===== config.mk =====
export PLATFORM = sky130hd
export DESIGN_NAME = tt_um_rps_challenger
export DESIGN_NICKNAME = d
export VERILOG_FILES = /design/src/rtl/rps_pkg.sv /design/src/rtl/rps_lfsr.sv /design/src/rtl/tt_um_rps_challenger.sv
export SDC_FILE = /design/constraint.sdc
export NUM_CORES = 1
export LEC_CHECK = 0
export CORE_MARGIN = 3
export CORE_UTILIZATION = 25
export DETAILED_ROUTE_END_ITERATION = 8
export GPL_ROUTABILITY_DRIVEN = 0
export PLACE_DENSITY_LB_ADDON = 0.05
export SLEW_MARGIN = 20
export SYNTH_ARGS = -nofsm -noshare
export SYNTH_HDL_FRONTEND = slang
export SYNTH_SLANG_ARGS = --single-unit

===== constraint.sdc =====
create_clock -name clk -period 2.6 [get_ports clk]
set_clock_uncertainty 0.05 [all_clocks]
set_input_delay 0.52 -clock clk [delete_from_list [all_inputs] [get_ports clk]]
set_output_delay 0.52 -clock clk [all_outputs]
set_load 0.01 [all_outputs]

===== src/rtl/rps_pkg.sv =====
// Shared encodings for the RPS challenger: move codes, engine winner codes, FSM states.
// Also holds the LFSR seed, the fixed uio output-enable mask and a move sanitiser.
package rps_pkg;

  typedef enum logic [1:0] {
    MV_ROCK     = 2'b00,
    MV_PAPER    = 2'b01,
    MV_SCISSORS = 2'b10,
    MV_INVALID  = 2'b11
  } move_t;

  typedef enum logic [1:0] {
    WIN_TIE = 2'b00,
    WIN_P1  = 2'b01,
    WIN_P2  = 2'b10,
    WIN_BAD = 2'b11
  } winner_t;

  typedef enum logic [2:0] {
    ST_IDLE,
    ST_DRIVE,
    ST_WAIT,
    ST_SAMPLE,
    ST_DONE
  } state_t;

  localparam logic [7:0] LFSR_SEED = 8'hA5;
  localparam logic [7:0] UIO_OE    = 8'b0001_1111;

  // The engine has no meaning for code 11, so it is folded onto rock.
  function automatic logic [1:0] legal_move(input logic [1:0] m);
    return (m == MV_INVALID) ? MV_ROCK : m;
  endfunction

endpackage


===== src/rtl/rps_lfsr.sv =====
// 8-bit Fibonacci LFSR (x^8+x^6+x^5+x^4+1) producing a legal P2 move; one step per enabled cycle.
// No backpressure: free-running while ena is high, frozen otherwise.
module rps_lfsr
  import rps_pkg::*;
(
  input  logic       clk,
  input  logic       rst_n,
  input  logic       ena,
  input  logic [7:0] seed,
  output logic [1:0] move
);

  logic [7:0] lfsr;

  always_ff @(posedge clk) begin
    if (!rst_n) begin
      lfsr <= seed;
    end else if (ena) begin
      lfsr <= {lfsr[6:0], lfsr[7] ^ lfsr[5] ^ lfsr[4] ^ lfsr[3]};
    end
  end

  assign move = legal_move(lfsr[1:0]);

endmodule


===== src/rtl/tt_um_rps_challenger.sv =====
// RPS engine initiator: on a go edge drives moves plus a 1-cycle start, samples the winner RESULT_DELAY+1 cycles later, keeps score.
// No backpressure: go edges outside IDLE are dropped; RPS_LFSR_EN selects an internal LFSR as the P2 move source.
module tt_um_rps_challenger
  import rps_pkg::*;
#(
  parameter int RESULT_DELAY = 2,
  parameter int WIN_TARGET   = 3
) (
  input  logic       clk,
  input  logic       rst_n,
  input  logic       ena,
  input  logic [7:0] ui_in,
  output logic [7:0] uo_out,
  input  logic [7:0] uio_in,
  output logic [7:0] uio_out,
  output logic [7:0] uio_oe
);

  localparam logic [2:0] WIN_T    = 3'(WIN_TARGET);
  localparam logic [2:0] DLY_LAST = 3'(RESULT_DELAY - 1);

  state_t     state;
  logic [2:0] p1_wins, p2_wins;
  logic [2:0] p1_nxt, p2_nxt;
  logic [2:0] wait_cnt;
  logic [1:0] p1_mv, p2_mv, p2_src;
  logic       go_q, start, busy, match_over;

  wire go      = ui_in[2];
  wire clear   = ui_in[3];
  wire go_rise = go & ~go_q;
  wire [1:0] winner = uio_in[6:5];

`ifdef RPS_LFSR_EN
  rps_lfsr u_lfsr (
    .clk   (clk),
    .rst_n (rst_n),
    .ena   (ena),
    .seed  (LFSR_SEED),
    .move  (p2_src)
  );
  logic unused;
  assign unused = &{1'b0, ui_in[7:4], uio_in[7], uio_in[4:0]};
`else
  assign p2_src = ui_in[6:5];
  logic unused;
  assign unused = &{1'b0, ui_in[7], ui_in[4], uio_in[7], uio_in[4:0]};
`endif

  // Saturate at the target so a stray result can never push a count past it.
  always_comb begin
    p1_nxt = p1_wins;
    p2_nxt = p2_wins;
    if (winner == WIN_P1 && p1_wins < WIN_T) p1_nxt = p1_wins + 3'd1;
    if (winner == WIN_P2 && p2_wins < WIN_T) p2_nxt = p2_wins + 3'd1;
  end

  always_ff @(posedge clk) begin
    if (!rst_n) begin
      state      <= ST_IDLE;
      p1_wins    <= 3'd0;
      p2_wins    <= 3'd0;
      wait_cnt   <= 3'd0;
      p1_mv      <= 2'b00;
      p2_mv      <= 2'b00;
      go_q       <= 1'b0;
      start      <= 1'b0;
      busy       <= 1'b0;
      match_over <= 1'b0;
    end else if (ena) begin
      go_q <= go;
      if (clear) begin
        state      <= ST_IDLE;
        p1_wins    <= 3'd0;
        p2_wins    <= 3'd0;
        start      <= 1'b0;
        busy       <= 1'b0;
        match_over <= 1'b0;
      end else begin
        case (state)
          ST_IDLE: begin
            if (go_rise) begin
              p1_mv <= ui_in[1:0];
              p2_mv <= p2_src;
              start <= 1'b1;
              busy  <= 1'b1;
              state <= ST_DRIVE;
            end
          end
          ST_DRIVE: begin
            start    <= 1'b0;
            wait_cnt <= 3'd0;
            state    <= ST_WAIT;
          end
          ST_WAIT: begin
            if (wait_cnt == DLY_LAST) state <= ST_SAMPLE;
            else wait_cnt <= wait_cnt + 3'd1;
          end
          ST_SAMPLE: begin
            p1_wins <= p1_nxt;
            p2_wins <= p2_nxt;
            busy    <= 1'b0;
            if (p1_nxt == WIN_T || p2_nxt == WIN_T) begin
              match_over <= 1'b1;
              state      <= ST_DONE;
            end else begin
              state <= ST_IDLE;
            end
          end
          ST_DONE: begin
            state <= ST_DONE;
          end
          default: state <= ST_IDLE;
        endcase
      end
    end
  end

  assign uo_out  = {match_over, busy, p2_wins, p1_wins};
  assign uio_out = {3'b000, start, p2_mv, p1_mv};
  assign uio_oe  = UIO_OE;

endmodule


# Word level (Yosys, flattened, before mapping)
# Cells that the tools add are included.
# W data, S select, Z words.
[word_totals]
regBits = 20
in_bits = 19
out_inout_bits = 24
wordCells = 67
[classes]
add_sub_neg = 3
order_cmp = 2
n_eq_ne = 12
mux = 21
n_bitwise = 3
reduce_logical = 16
[op_table]
columns = ["op", "count"]
rows = [
  ["$mux W3", 11],
  ["$pmux W3 S5", 1],
  ["$eq A3 B2 Y1 const B", 4],
  ["$reduce_and A3 Y1", 4],
  ["$add A3 B1 Y3 const B", 3],
  ["$reduce_and A4 Y1", 2],
  ["$eq A3 B1 Y1 const B", 2],
  ["$lt A3 B2 Y1 const B", 2],
  ["$mux W1", 6],
  ["$ne A3 B3 Y1 const B", 2],
  ["$pmux W3 S2", 1],
  ["$reduce_bool A2 Y1", 3],
  ["$reduce_bool A3 Y1", 2],
  ["$pmux W1 S2", 2],
  ["$eq A3 B3 Y1 const B", 1],
  ["$logic_not A3 Y1", 1],
  ["$eq A2 B1 Y1 const B", 1],
  ["$eq A2 B2 Y1 const B", 1],
  ["$logic_and A1 B1 Y1", 2],
  ["$ne A2 B2 Y1 const B", 1],
  ["$not A1 Y1", 2],
  ["$reduce_and A2 Y1", 1],
  ["$and A1 B1 Y1", 1],
  ["$logic_or A1 B1 Y1", 1],
]

# Logic depth before layout (Yosys ltp)
# Gate-level depths: netlist (run 1).
[logic_depth]
depth_word = 8
depth_mapped = 6
mapped_depth_nobuf = 6

# Worst setup path before layout (run 1)
# OpenSTA, ideal clock, no wires.
[synth_path]
kind = "input to register"
start = "in ui_in[3]"
end = "reg wait_cnt[0]"
setup_time_ns = 0.059
arrival_time_ns = 1.410
required_ns = 2.491
path_slack_ns = 1.081
cell_stages = 5
n_path_buf = 1
path_cell_list = "buf_4 or3b_4 nor2_2 and4b_1 a31o_1"
[synth_between]
elab_chain_cells = 2
[synth_rtl]
columns = ["item", "line", "text"]
rows = [
  ["from (decl)", "tt_um_rps_challenger.sv:12", "input logic [7:0] ui_in,"],
  ["$not A1 Y1 (no line)", "--", ""],
  ["$reduce_and A4 Y1 (no line)", "--", ""],
  ["to (signal assigned)", "tt_um_rps_challenger.sv:97", "else wait_cnt <= wait_cnt + 3'd1;"],
  ["to (decl)", "tt_um_rps_challenger.sv:25", "logic [2:0] wait_cnt;"],
]
# Every way passes these cells.
# A chain may end at the register's enable or synchronous reset.

# Final worst setup path (run 1)
[layout_path]
start = "in ui_in[3]"
end = "reg p2_wins[0]"
[layout_between]
elab_chain_cells = 2
word_cells_on_any_way = 3
classes_between = "mux (1); reduce/logical (2)"
[layout_rtl]
columns = ["item", "line", "text"]
rows = [
  ["$reduce_bool A2 Y1 (no line)", "--", ""],
  ["$reduce_and A2 Y1 (no line)", "--", ""],
  ["to (signal assigned)", "tt_um_rps_challenger.sv:101", "p2_wins <= p2_nxt;"],
  ["to (decl)", "tt_um_rps_challenger.sv:23", "logic [2:0] p1_wins, p2_wins;"],
]
# Several ways; a longest one is shown, not always the timed one.

==> impl_metrics.tcl, run 1 <==
set metrics [dict create \
    ant_nets 0 \
    port_buffers 23 \
    vias_per_cell 4.69 \
    die_y_um 75.3 \
    rsz0062_at_grt "no" \
    powerDensity_mw_per_mm2 486 \
    vias 994 \
    max_cap_viol_count 0 \
    slew_violations 0 \
    synthArstFlopShare_pct 0 \
    std_cell_rows 24 \
    slowest_delay_ps 600 \
    grt_max_degree 14 \
    post-place-ws_ps 307 \
    routed_wirelength_um 2690 \
    layout_min_cycle_time_ps 2010 \
    cp-end-kind "register" \
    crit_family "simple AND/OR/NAND/NOR gates" \
    num_antenna_cells 0 \
    cts_tree "done" \
    grt_pass1_wl_um 4290 \
    yosysWarnings 0 \
    htree_levels 1 \
    p_leak_uw 0.000591 \
    clkTransAtPathRegs_ps 80 \
    coreArea_mm2 0.00450 \
    dp_hpwl_um 2110 \
    initial_core_util_pct 26.7 \
    clock_latency_ps 260 \
    hold_viol_final 0 \
    grt_pass1_vias 929 \
    dieArea_mm2 0.00567 \
    drt-initial-drc-count 34 \
    path_depth 5 \
    crit_buf_inv 1 \
    clock-sinks 20 \
    synth_edf_count 0 \
    yosys.area.top_type_share_pct 33.3 \
    drive_gt1_share_pct 9.38 \
    postCtsHoldBufs 0 \
    pin_count 43 \
    fin_setup_tns_ps 0 \
    grt.overflow.total 0 \
    wl_per_cell_um 12.7 \
    fmax_ghz 0.498 \
    synth.yosys.seq_area_share_pct 33.3 \
    crit_path_start_kind "input pin" \
    cts_made_buffers 3 \
    setup_viol 0 \
    critPathSlowestCell "clkdlybuf4s50_1" \
    cts-root-buf "clkbuf_8" \
    ys.flop_type "dfxtp_1" \
    synth_area_mm2 0.00120 \
    status "finished, final reports clean" \
    grt_use_total_pct 9.84 \
    arrival_ps 2150 \
    holdPathStages 2 \
    cts_resized 0 \
    r2r.worst_path.cells 4 \
    setup_ws_ps 591 \
    path_cells "clkdlybuf4s50_1 > nor3b_2 > and3_1 > a21oi_1 > nor3_2" \
    irDropWorstVdd_uv 240 \
    first_pass_iters 4 \
    clk_path_buf_depth 2 \
    area_delta_synth_final_pct 23.2 \
    die_x_um 75.3 \
    slew-limit-headroom_pct 61.5 \
    syn_area_per_cell_um2 8.52 \
    worstSetupPathType "in2reg" \
    max_slew.worst_pin.slew_ps 576 \
    antenna_found_initial 0 \
    final_min_period_over_clock_period_pct 77.3 \
    final_nets 184 \
    yosys.area.top_type "dfxtp_1" \
    cp.required_ps 2740 \
    ys_top_cells_by_area "dfxtp_1 (33%), buf_4 (10%), mux2i_1 (5.0%), ha_1 (4.2%), a31oi_1 (3.6%)" \
    postCtsSetupBuffers 0 \
    syn_inst 141 \
    crit_fanout 10 \
    finalPower_uw 720 \
    hp-class "reg2reg" \
    ys_seq_elements 20 \
    drc_errors 0 \
    ys_types 44 \
]
## Yosys cell counts (2+ instances only)
| cell | n |
|---|---|
| dfxtp_1 | 20 |
| buf_4 | 16 |
| inv_1 | 10 |
| nor2_1 | 10 |
| a31oi_1 | 7 |
| a21oi_1 | 6 |
| mux2i_1 | 6 |
| nand2_1 | 5 |
| nand3_1 | 5 |
| o21ai_1 | 5 |
| ha_1 | 4 |
| nor2b_1 | 4 |
| nor3b_1 | 3 |
| and2_1 | 2 |
| and3_1 | 2 |
| and4b_1 | 2 |
| clkbuf_1 | 2 |
| conb_1 | 2 |
| nand2b_1 | 2 |
| nand4_1 | 2 |
| nor3_2 | 2 |
| o21ai_0 | 2 |
## layout by cell type, fill, tap and decap left out, types with 3 or more instances in the layout
master           netlist  routed
conb_1                 2      11
buf_4                 16       3
nor3b_1                3       3
nand3_1                5       5
clkdlybuf4s50_1        0      23
mux2i_1                6       6
nand2_1                5       5
nor2b_1                4       4
a21oi_1                6       6
a31oi_1                7       7
nor2_1                10      10
dfxtp_1               20      20
clkbuf_8               0       3
o21ai_1                5       5
inv_1                 10      10
ha_1                   4       4
## worst register-to-register path, stage by stage (launching register included)
cell     delay, ps
dfxtp_1        530
and4b_1        270
nor3b_1        440
a31oi_1         90
o21ai_1        130
## through the flow
step	hold slack [ps]	util [%]	cell area, um2	cells
global placement	388	31.3	1410	208
detailed placement	397	31.3	1410	208
floorplan	375	-	1230	150
finish	399	32.9	1480	212
global route	439	32.9	1480	212
CTS	409	32.9	1480	212
## kinds of logic after synthesis
logic type	Yosys count	share of synthesized area (%)
other	2	0.625
AOI/OAI and AO/OA	30	16.0
DFF	20	33.3
and+or+nand+nor	49	25.7
muxes	6	5.00
buffers and inverters	30	15.1
adders and majority gates	4	4.17
## per-layer routing
| metal | vias to the layer above | wire, um | global-route usage, % |
|---|---|---|---|
| met2 | 19 | 1320 | 17.0 |
| met5 | - | 0 | 0 |
| met3 | 2 | 105 | 3.03 |
| li1 | 512 | - | - |
| met1 | 461 | 1240 | 12.0 |
| met4 | 0 | 22 | 2.33 |
## where the power goes
part	internal (uW)	switching, uW	total (uW)
clock	206	113	319
combinational	41.0	43.3	84.3
sequential	312	4.47	317
total	559	161	720
## final cells by class
cell class                      instances  area [um2]
Fill cell                             489        3020
Inverter                               10        37.5
Timing Repair Buffer                   26         253
Sequential cell                        20         400
Clock buffer                            3        41.3
Clock inverter                          1        30.0
Tap cell                               52        65.1
Multi-Input combinational cell        100         653
## registers in the layout, indices dropped and copies added, names as in the netlist
register and cells:
busy 1, go_q 1, match_over 1, p1_mv 2, p1_wins 3, p2_mv 2
p2_wins 3, start 1, state 3, wait_cnt 3
## worst paths after layout
path	start	end	slack, ps
max	ui_in[3]	p2_wins[0]$_SDFFE_PN0P_	590
max reg2reg	state[2]$_SDFFE_PN0P_	p2_wins[1]$_SDFFE_PN0P_	1020
min	busy$_SDFFE_PN0P_	busy$_SDFFE_PN0P_	400
min reg2reg	busy$_SDFFE_PN0P_	busy$_SDFFE_PN0P_	400
Power figures use the tool's default switching activity.
==> run 2: changes to the inputs <==
==> constraint.sdc (replaced) <==
create_clock -name clk -period 2 [get_ports clk]
set_clock_uncertainty 0.05 [all_clocks]
set_input_delay 0.4 -clock clk [delete_from_list [all_inputs] [get_ports clk]]
set_output_delay 0.4 -clock clk [all_outputs]
set_load 0.01 [all_outputs]
==> run 2 against run 1 <==
Sequential cell count is the same. Global-route usage increased by 0.47 points. Sequential share of layout area fell by 1.7 points. Critical path depth decreased by 4. Combinational power grew 48%. Total power is 31% higher. Final area is 6.6% higher. Worst hold slack hardly changed. Cell count up 6.1%. Utilization up 2.2 points. Clock power rose by 28%. Critical endpoint is now uo_out[3]. Largest cell class unchanged. Highest routed layer unchanged.
==> impl_metrics.tcl, run 2 (synthesis results as in run 1) <==
set metrics [dict create \
    crit_path_start_kind "register" \
    initial_core_util_pct 26.7 \
    crit_family "buffers and inverters" \
    final_min_period_over_clock_period_pct 86.7 \
    r2r.worst_path.cells 5 \
    power.share.combinational_pct 13.2 \
    clk_path_buf_depth 2 \
    slew_violations 0 \
    dp_hpwl_um 2180 \
    postCtsSetupBuffers 0 \
    grt_use_total_pct 10.3 \
    layout_min_cycle_time_ps 1730 \
    vias 1032 \
    path_cells "clkdlybuf4s50_1" \
    status "finished, final reports clean" \
    r2r-start "state[2]$_SDFFE_PN0P_" \
    grt_max_degree 14 \
    timing.rr.end "p2_wins[1]$_SDFFE_PN0P_" \
    std_cell_rows 24 \
    layout_common_cells "clkdlybuf4s50_1 (23), dfxtp_1 (20), buf_4 (16), conb_1 (11)" \
    grtUsageMet3_pct 2.77 \
    ff2ff_setup_slack_ps 450 \
    area_delta_synth_final_pct 31.4 \
    p_clk_share_pct 43.3 \
    die_x_um 75.3 \
    p_leak_uw 0.000656 \
    drt-initial-drc-count 40 \
    pin_count 43 \
    crit_fanout 7 \
    port_buffers 23 \
    holdPathStages 2 \
    hp-class "reg2reg" \
    cp-endpoint "uo_out[3]" \
    wl_per_cell_um 12.2 \
    startpoint "p2_wins[0]$_SDFFE_PN0P_" \
    final_common_cell "clkdlybuf4s50_1" \
    coreArea_mm2 0.00450 \
    clock_latency_ps 260 \
    ant_nets 0 \
    crit_buf_inv 1 \
    worstSetupPathType "reg2out" \
    setup_viol 0 \
    fin_setup_tns_ps 0 \
    dieArea_mm2 0.00567 \
    die_y_um 75.3 \
    grt_busiest_layer "met2" \
    grt_pass1_wl_um 4550 \
    htree_levels 1 \
    drive_gt1_share_pct 16.2 \
    setup_ws_ps 266 \
    slowest_delay_ps 580 \
    grt.overflow.total 0 \
    clock-sinks 20 \
    first_pass_iters 2 \
    hold_viol_final 0 \
    irDropWorstVdd_uv 329 \
    drc_errors 0 \
    grt_util_met2_pct 18.6 \
    rsz0062_at_grt "no" \
    critPathSlowestCell "clkdlybuf4s50_1" \
    cts_made_buffers 3 \
    post-place-ws_ps -17.9 \
    cts_tree "done" \
    postCtsHoldBufs 0 \
    cts-root-buf "clkbuf_8" \
    path_depth 1 \
    switching_share_pct 21.8 \
    cp-end-kind "output port" \
    arrival_ps 1280 \
    switching_power_uw 206 \
    powerDensity_mw_per_mm2 599 \
    num_antenna_cells 0 \
    grtUsageMet1_pct 12.1 \
    final_nets 197 \
    clkTransAtPathRegs_ps 80 \
    filler_cell_count 490 \
    max_cap_viol_count 0 \
    pwr-share-seq_pct 43.5 \
    grt_pass1_vias 1025 \
    vias_per_cell 4.59 \
    antenna_found_initial 0 \
    cts_resized 0 \
    cp.required_ps 1550 \
    power.internal_uw 739 \
    fmax_ghz 0.577 \
    routed_wirelength_um 2750 \
]
## run 2: cell types whose count changed in the layout (fill, tap and decap cells not counted)
cell | previous run | this run
buf_4 | 3 | 16
## run 2: final cells by class
cell class,count,area (um2),share of cell area (%)
timing repair buffer,39,350,22.2
tap,52,65.1,4.12
inverter,10,37.5,2.38
clock buffer,3,41.3,2.62
clock inverter,1,30.0,1.90
multi-input combinational,100,653,41.4
sequential,20,400,25.4
## run 2: routing by layer
layer	up-vias	routed length (um)	share of wire (%)
met1	481	1240	45
met4	0	8	0.29
li1	535	-	-
met5	-	0	0
met2	14	1420	52
met3	2	76	2.8
## run 2: stage by stage
step	total power, uW	utilization, %	area (um2)	std cells	hold slack (ps)
2_1_floorplan	503	-	1230	150	375
3_3_place_gp	547	33.4	1510	221	391
3_5_place_dp	547	33.4	1510	221	395
4_1_cts	970	35.0	1580	225	405
5_1_grt	991	35.0	1580	225	440
6_report	945	35.0	1580	225	399
## run 2: worst min-delay path by stage
stage                                    to               from  slack [ps]
after floorplan           busy$_SDFFE_PN0P_  busy$_SDFFE_PN0P_         370
after global placement    busy$_SDFFE_PN0P_  busy$_SDFFE_PN0P_         390
after detailed placement  busy$_SDFFE_PN0P_  busy$_SDFFE_PN0P_         400
after CTS                 busy$_SDFFE_PN0P_  busy$_SDFFE_PN0P_         410
after global routing      busy$_SDFFE_PN0P_  busy$_SDFFE_PN0P_         440
final                     busy$_SDFFE_PN0P_  busy$_SDFFE_PN0P_         400
## run 2: power groups by stage
stage	clock network, uW	logic, uW	registers (uW)
2_1_floorplan	0	81.8	421
3_3_place_gp	0	126	421
3_5_place_dp	0	126	421
4_1_cts	432	126	412
5_1_grt	439	138	413
6_report	409	125	412
## run 2: worst reg2reg max path, stage by stage, from the launching register on
cell and delay (ps):
dfxtp_1 540, and4b_1 260, nor3b_1 300, buf_4 180, a31oi_1 40, o21ai_1 120
